File: src/rtl/imem_pkg.sv
// Shared types and defaults for the imem loader and the imem it fills.
// IMEM_LOADER_CHECKSUM_EN adds the CHECK state for the trailer word.
package imem_pkg;

  localparam int IMEM_N = 32;
  localparam int IMEM_R = 7;
  localparam int BPW    = IMEM_N / 8;

  typedef enum logic [2:0] {
    S_IDLE,
    S_RECV,
    S_WRITE,
`ifdef IMEM_LOADER_CHECKSUM_EN
    S_CHECK,
`endif
    S_DONE
  } loader_state_t;

  function automatic int cnt_w(input int nb);
    return (nb > 1) ? $clog2(nb) : 1;
  endfunction

endpackage

File: src/rtl/imem_loader_byte_packer.sv
// Packs accepted bytes little-endian into one word.
// word_valid pulses in the cycle after the top byte lane is filled.
module imem_byte_packer
  import imem_pkg::*;
#(
  parameter int N = IMEM_N
) (
  input  logic         clk,
  input  logic         rst_n,
  input  logic         clr,
  input  logic         shift,
  input  logic [7:0]   in_data,
  output logic         last,
  output logic         word_valid,
  output logic [N-1:0] word
);

  localparam int NB = N / 8;
  localparam int CW = cnt_w(NB);

  logic [CW-1:0] cnt_q, cnt_d;
  logic [N-1:0]  word_q, word_d;
  logic          wv_q, wv_d;

  assign last       = (cnt_q == CW'(NB - 1));
  assign word_valid = wv_q;
  assign word       = word_q;

  always_comb begin
    word_d = word_q;
    cnt_d  = cnt_q;
    wv_d   = 1'b0;
    if (clr) begin
      word_d = '0;
      cnt_d  = '0;
    end else if (shift) begin
      word_d[cnt_q*8 +: 8] = in_data;
      wv_d  = last;
      cnt_d = last ? '0 : cnt_q + 1'b1;
    end
  end

  always_ff @(posedge clk) begin
    if (!rst_n) begin
      cnt_q  <= '0;
      word_q <= '0;
      wv_q   <= 1'b0;
    end else begin
      cnt_q  <= cnt_d;
      word_q <= word_d;
      wv_q   <= wv_d;
    end
  end

endmodule

File: src/rtl/imem_loader.sv
// Streams bytes into imem words at consecutive addresses, then flags done.
// IMEM_LOADER_CHECKSUM_EN: expects an XOR trailer word after the last write.
module imem_loader
  import imem_pkg::*;
#(
  parameter int n = IMEM_N,
  parameter int r = IMEM_R
) (
  input  logic         clk,
  input  logic         rst_n,
  input  logic         start,
  input  logic [r:0]   len,
  input  logic         in_valid,
  input  logic [7:0]   in_data,
  output logic         in_ready,
  output logic         mem_we,
  output logic [r-1:0] mem_addr,
  output logic [n-1:0] mem_wdata,
  output logic         busy,
  output logic         done,
  output logic         err
);

  localparam logic [r:0] CAP = {1'b1, {r{1'b0}}};

  loader_state_t state_q, state_d;
  logic [r:0]    len_q, len_d;
  logic [r:0]    wcnt_q, wcnt_d;
  logic [r:0]    wnext;
  logic [r-1:0]  addr_q, addr_d;
  logic          done_q, done_d;
  logic          err_q, err_d;
  logic          idle_like, start_ok, hs;
  logic          last, word_valid;
  logic [n-1:0]  word;

  assign idle_like = (state_q == S_IDLE) || (state_q == S_DONE);
  assign start_ok  = start && idle_like;
  assign hs        = in_valid && in_ready;
  assign wnext     = wcnt_q + 1'b1;

  imem_byte_packer #(.N(n)) u_packer (
    .clk        (clk),
    .rst_n      (rst_n),
    .clr        (start_ok),
    .shift      (hs),
    .in_data    (in_data),
    .last       (last),
    .word_valid (word_valid),
    .word       (word)
  );

`ifdef IMEM_LOADER_CHECKSUM_EN
  logic [n-1:0] csum_q, csum_d;
  logic [n-1:0] trailer;

  // top lane arrives on the accepting edge, lower lanes are already held
  assign trailer  = {in_data, word[n-9:0]};
  assign in_ready = (state_q == S_RECV) || (state_q == S_CHECK);
  assign busy     = (state_q == S_RECV) || (state_q == S_WRITE) ||
                    (state_q == S_CHECK);
`else
  assign in_ready = (state_q == S_RECV);
  assign busy     = (state_q == S_RECV) || (state_q == S_WRITE);
`endif

  assign mem_we    = (state_q == S_WRITE) && word_valid;
  assign mem_addr  = addr_q;
  assign mem_wdata = word;
  assign done      = done_q;
  assign err       = err_q;

  always_comb begin
    state_d = state_q;
    len_d   = len_q;
    wcnt_d  = wcnt_q;
    addr_d  = addr_q;
    done_d  = done_q;
    err_d   = err_q;
`ifdef IMEM_LOADER_CHECKSUM_EN
    csum_d  = csum_q;
`endif
    unique case (state_q)
      S_IDLE, S_DONE: begin
        if (start) begin
          if (len == '0 || len > CAP) begin
            state_d = S_DONE;
            done_d  = 1'b1;
            err_d   = 1'b1;
          end else begin
            state_d = S_RECV;
            len_d   = len;
            wcnt_d  = '0;
            addr_d  = '0;
            done_d  = 1'b0;
            err_d   = 1'b0;
`ifdef IMEM_LOADER_CHECKSUM_EN
            csum_d  = '0;
`endif
          end
        end
      end
      S_RECV: begin
        if (hs && last) begin
          state_d = S_WRITE;
          addr_d  = wcnt_q[r-1:0];
        end
      end
      S_WRITE: begin
        wcnt_d = wnext;
`ifdef IMEM_LOADER_CHECKSUM_EN
        csum_d = csum_q ^ word;
        if (wnext == len_q) begin
          state_d = S_CHECK;
        end else begin
          state_d = S_RECV;
        end
`else
        if (wnext == len_q) begin
          state_d = S_DONE;
          done_d  = 1'b1;
        end else begin
          state_d = S_RECV;
        end
`endif
      end
`ifdef IMEM_LOADER_CHECKSUM_EN
      S_CHECK: begin
        if (hs && last) begin
          state_d = S_DONE;
          done_d  = 1'b1;
          err_d   = (trailer != csum_q);
        end
      end
`endif
      default: state_d = S_IDLE;
    endcase
  end

  always_ff @(posedge clk) begin
    if (!rst_n) begin
      state_q <= S_IDLE;
      len_q   <= '0;
      wcnt_q  <= '0;
      addr_q  <= '0;
      done_q  <= 1'b0;
      err_q   <= 1'b0;
    end else begin
      state_q <= state_d;
      len_q   <= len_d;
      wcnt_q  <= wcnt_d;
      addr_q  <= addr_d;
      done_q  <= done_d;
      err_q   <= err_d;
    end
  end

`ifdef IMEM_LOADER_CHECKSUM_EN
  always_ff @(posedge clk) begin
    if (!rst_n) begin
      csum_q <= '0;
    end else begin
      csum_q <= csum_d;
    end
  end
`endif

endmodule

File: config.mk
export PLATFORM = sky130hd
export DESIGN_NAME = imem_loader
export DESIGN_NICKNAME = d
export VERILOG_FILES = /design/src/rtl/imem_pkg.sv /design/src/rtl/imem_loader_byte_packer.sv /design/src/rtl/imem_loader.sv
export SDC_FILE = /design/constraint.sdc
export NUM_CORES = 1
export LEC_CHECK = 0
export CELL_PAD_IN_SITES_DETAIL_PLACEMENT = 0
export CELL_PAD_IN_SITES_GLOBAL_PLACEMENT = 1
export CORE_MARGIN = 2
export CORE_UTILIZATION = 37
export DETAILED_ROUTE_END_ITERATION = 6
export GPL_ROUTABILITY_DRIVEN = 0
export GPL_TIMING_DRIVEN = 0
export PLACE_DENSITY_LB_ADDON = 0.1
export SLEW_MARGIN = 20
export SYNTH_ARGS = -nofsm -noshare
export SYNTH_HDL_FRONTEND = slang
export SYNTH_SLANG_ARGS = --single-unit
File: constraint.sdc
create_clock -name clk -period 3.05 [get_ports clk]
set_clock_uncertainty 0.2 [all_clocks]
set_input_delay 0.61 -clock clk [delete_from_list [all_inputs] [get_ports clk]]
set_output_delay 0.61 -clock clk [all_outputs]
set_load 0.01 [all_outputs]
==> results.sh <==
export IMPL_worstSetupStartpointType="input port"
export IMPL_status="finished clean"
export IMPL_whs_path_depth=1
export IMPL_grt_max_degree=12
export IMPL_finalWirelength_um=7090
export IMPL_area_delta_synth_final_pct=33.5
export IMPL_synth_seq_cells=62
export IMPL_holdPathEnd="mem_addr[2]"
export IMPL_rsz0062_at_grt="no"
export IMPL_cts_hold_buffers=0
export IMPL_die_area_um2=8210
export IMPL_dieHeight_um=90.6
export IMPL_hp_class="register to register"
export IMPL_clk_latency_ps=350
export IMPL_wire_per_inst_um=15.1
export IMPL_reg2reg_slack_ps=390
export IMPL_crit_required_ps=3130
export IMPL_die_w_um=90.6
export IMPL_cts_made_buffers=9
export IMPL_synthArstFlopShare_pct=0
export IMPL_rows=31
export IMPL_syn_nets=322
export IMPL_cts_tree="yes"
export IMPL_grt_overflow=0
export IMPL_vias=2407
export IMPL_clkSinkCount=62
export IMPL_first_pass_iters=4
export IMPL_leakagePower_nw=1.28
export IMPL_antenna_found_initial=0
export IMPL_utilization_pct=51.1
export IMPL_grt_pass1_wl_um=12000
export IMPL_min_period_ps=2770
export IMPL_synth_seq_area_share_pct=44.7
export IMPL_cp_max_fo=9
export IMPL_drtAntennaViolNets=0
export IMPL_period_share_pct=90.9
export IMPL_cts_setup_buffers=0
export IMPL_hold_viol=0
export IMPL_ctsLongestPathBuffers=2
export IMPL_ys_warn_count=0
export IMPL_maxCapViolations=0
export IMPL_core_area_um2=7250
export IMPL_placed_cells=454
export IMPL_final_net_count=396
export IMPL_power_density_nw_per_um2=599
export IMPL_instances_no_fill=470
export IMPL_grt_pass1_vias=2315
export IMPL_r2r_worst_path_cells=7
export IMPL_syn_inst=292
export IMPL_cp_end_kind="register"
export IMPL_numPortBuffers=63
export IMPL_cts_root_buffer="clkbuf_8"
export IMPL_synth_area_per_cell_um2=9.50
export IMPL_cts_htree_levels=3
export IMPL_drive_gt1_share_pct=9.70
export IMPL_worstHoldStart="mem_addr[2]"
export IMPL_max_freq_mhz=361
export IMPL_synth_edff_count=0
export IMPL_antenna_cells=0
export IMPL_rr_endpoint="u_packer.word[6]"
export IMPL_final_max_slew_viol_count=0
export IMPL_ioPinCount=64
export IMPL_drt_iter0_drc=116
export IMPL_worst_pin_slew_ps=946
export IMPL_path_clk_slew_ps=70
export IMPL_critPathArrivalTime_ps=2860
export IMPL_synthDistinctLibCells=49
export IMPL_setup_violations=0
export IMPL_crit_type="input port to register"
export IMPL_hpwlAfterDp_um=5160
export IMPL_synth_main_ff_cell="dfxtp_1"
export IMPL_drc=0
export IMPL_peakVddDrop_mv=0.258
export IMPL_fillers=694
export IMPL_vias_per_cell=5.12
export IMPL_start_util_pct=38.3
export IMPL_grt_use_total_pct=18.5
export IMPL_syn_area_um2=2780
export IMPL_r2r_start="state_q[0]"
export IMPL_timing_slew_headroom_pct=36.8
synth_stat cells (3+ instances only):
library cell,instances,area [um^2]
mux2i_1,8,80.1
and2_1,4,25.0
a21oi_1,5,25.0
nor2_1,40,150
ha_1,10,125
o21ai_0,8,40.0
and3_1,3,18.8
a22oi_1,32,240
inv_1,8,30.0
nor3_1,3,15.0
clkbuf_1,10,37.5
nor4_1,3,18.8
o221a_2,5,56.3
a22o_1,7,61.3
nor3b_1,4,30.0
nand2_1,25,93.8
dfxtp_1,62,1240
or3_1,3,18.8
nand3_1,6,30.0
nor4b_2,3,45.0
nor2b_1,9,56.3
xor2_1,3,26.3
state kept, by name, summed over array words and instances, names as in the netlist:
| signal | count |
|---|---|
| mem_addr | 7 |
| err | 1 |
| len_q | 8 |
| wcnt_q | 8 |
| u_packer.word | 32 |
| done | 1 |
| u_packer.cnt_q | 2 |
| state_q | 2 |
| u_packer.word_valid | 1 |
where the power goes:
group | switching [W] | leakage [nW] | total [W] | internal (W)
Sequential | 0.0000550 | 0.501 | 0.000921 | 0.000866
Clock | 0.000334 | 0.0837 | 0.000630 | 0.000296
Combinational | 0.000387 | 0.692 | 0.000665 | 0.000279
per-layer routing:
layer | share of wire (%) | vias to the layer above | global-route usage, %
li1 | - | 1206 | -
met1 | 52 | 1144 | 26.8
met2 | 42 | 50 | 26.1
met3 | 5.1 | 7 | 6.34
met4 | 0.96 | 0 | 5.00
met5 | 0 | - | 0
area by class of cell:
cell class                 count  area, um^2  area share, %
sequential                    62        1240           33.5
timing repair buffer          63         631           17.0
inverter                       8        30.0          0.811
multi-input combinational    209        1450           39.2
clock buffer                  11         131           3.55
clock inverter                 5        35.0          0.946
buffer                        13        60.1           1.62
tap                           99         124           3.34
how the worst max path moves through the flow:
stage	slack, ps	depth (start not counted)	end	from
floorplan	640	5	done	len[3]
global placement	-360	7	u_packer.word[30]	in_valid
detailed placement	-80	7	u_packer.word[0]	in_valid
CTS	80	5	mem_we	state_q[0]
global route	110	7	u_packer.word[15]	in_valid
finish	280	7	u_packer.word[6]	in_valid
timing repair:
item	in CTS	in global routing
endpoints found under the setup margin	0	1
gates resized for setup	0	2
endpoints found under the hold margin	0	0
critical path: stages:
cell and delay (ps):
clkdlybuf4s50_1 500, and2_1 130, buf_2 150, nand2_1 280, nor4b_2 900, a22oi_1 140, nor2_1 140
through the flow:
stage | total power (W) | worst slack [ps] | TNS, ps | hold WS, ps | area (um^2)
2_1_floorplan | 0.00136 | 641 | 0 | 254 | 2780
3_3_place_gp | 0.00160 | -363 | -3380 | 263 | 3530
3_5_place_dp | 0.00160 | -75.7 | -529 | 263 | 3540
4_1_cts | 0.00224 | 84.1 | 0 | 285 | 3700
5_1_grt | 0.00235 | 111 | 0 | 296 | 3700
6_report | 0.00222 | 277 | 0 | 276 | 3700
placed cells by master, fill, tap and decap left out, types with 4 or more instances in the layout:
master            n
mux2i_1           8
nor2b_1           9
ha_1             10
o221a_2           5
inv_1             8
a21oi_1           5
clkbuf_1         11
a22oi_1          32
dfxtp_1          62
a22o_1            7
clkdlybuf4s50_1  63
and2_1            4
nand2_1          25
nor2_1           40
nor3b_1           4
nand3_1           6
o21ai_0           8
clkbuf_8          9
cells by family (layout without fill, tap and decap cells):
kind of cell               count (synthesis)  after routing  share of synthesized area, %
muxes                                      8              8                          2.89
xor gates and xnor gates                   6              6                          2.39
AOI/OAI and AO/OA                         73             73                          21.5
buffers and inverters                     21            100                          3.20
and+or+nand+nor                          112            112                          20.8
adders and majority gates                 10             10                          4.51
DFF                                       62             62                          44.7
Note: power is estimated with default switching activity, not from simulation.
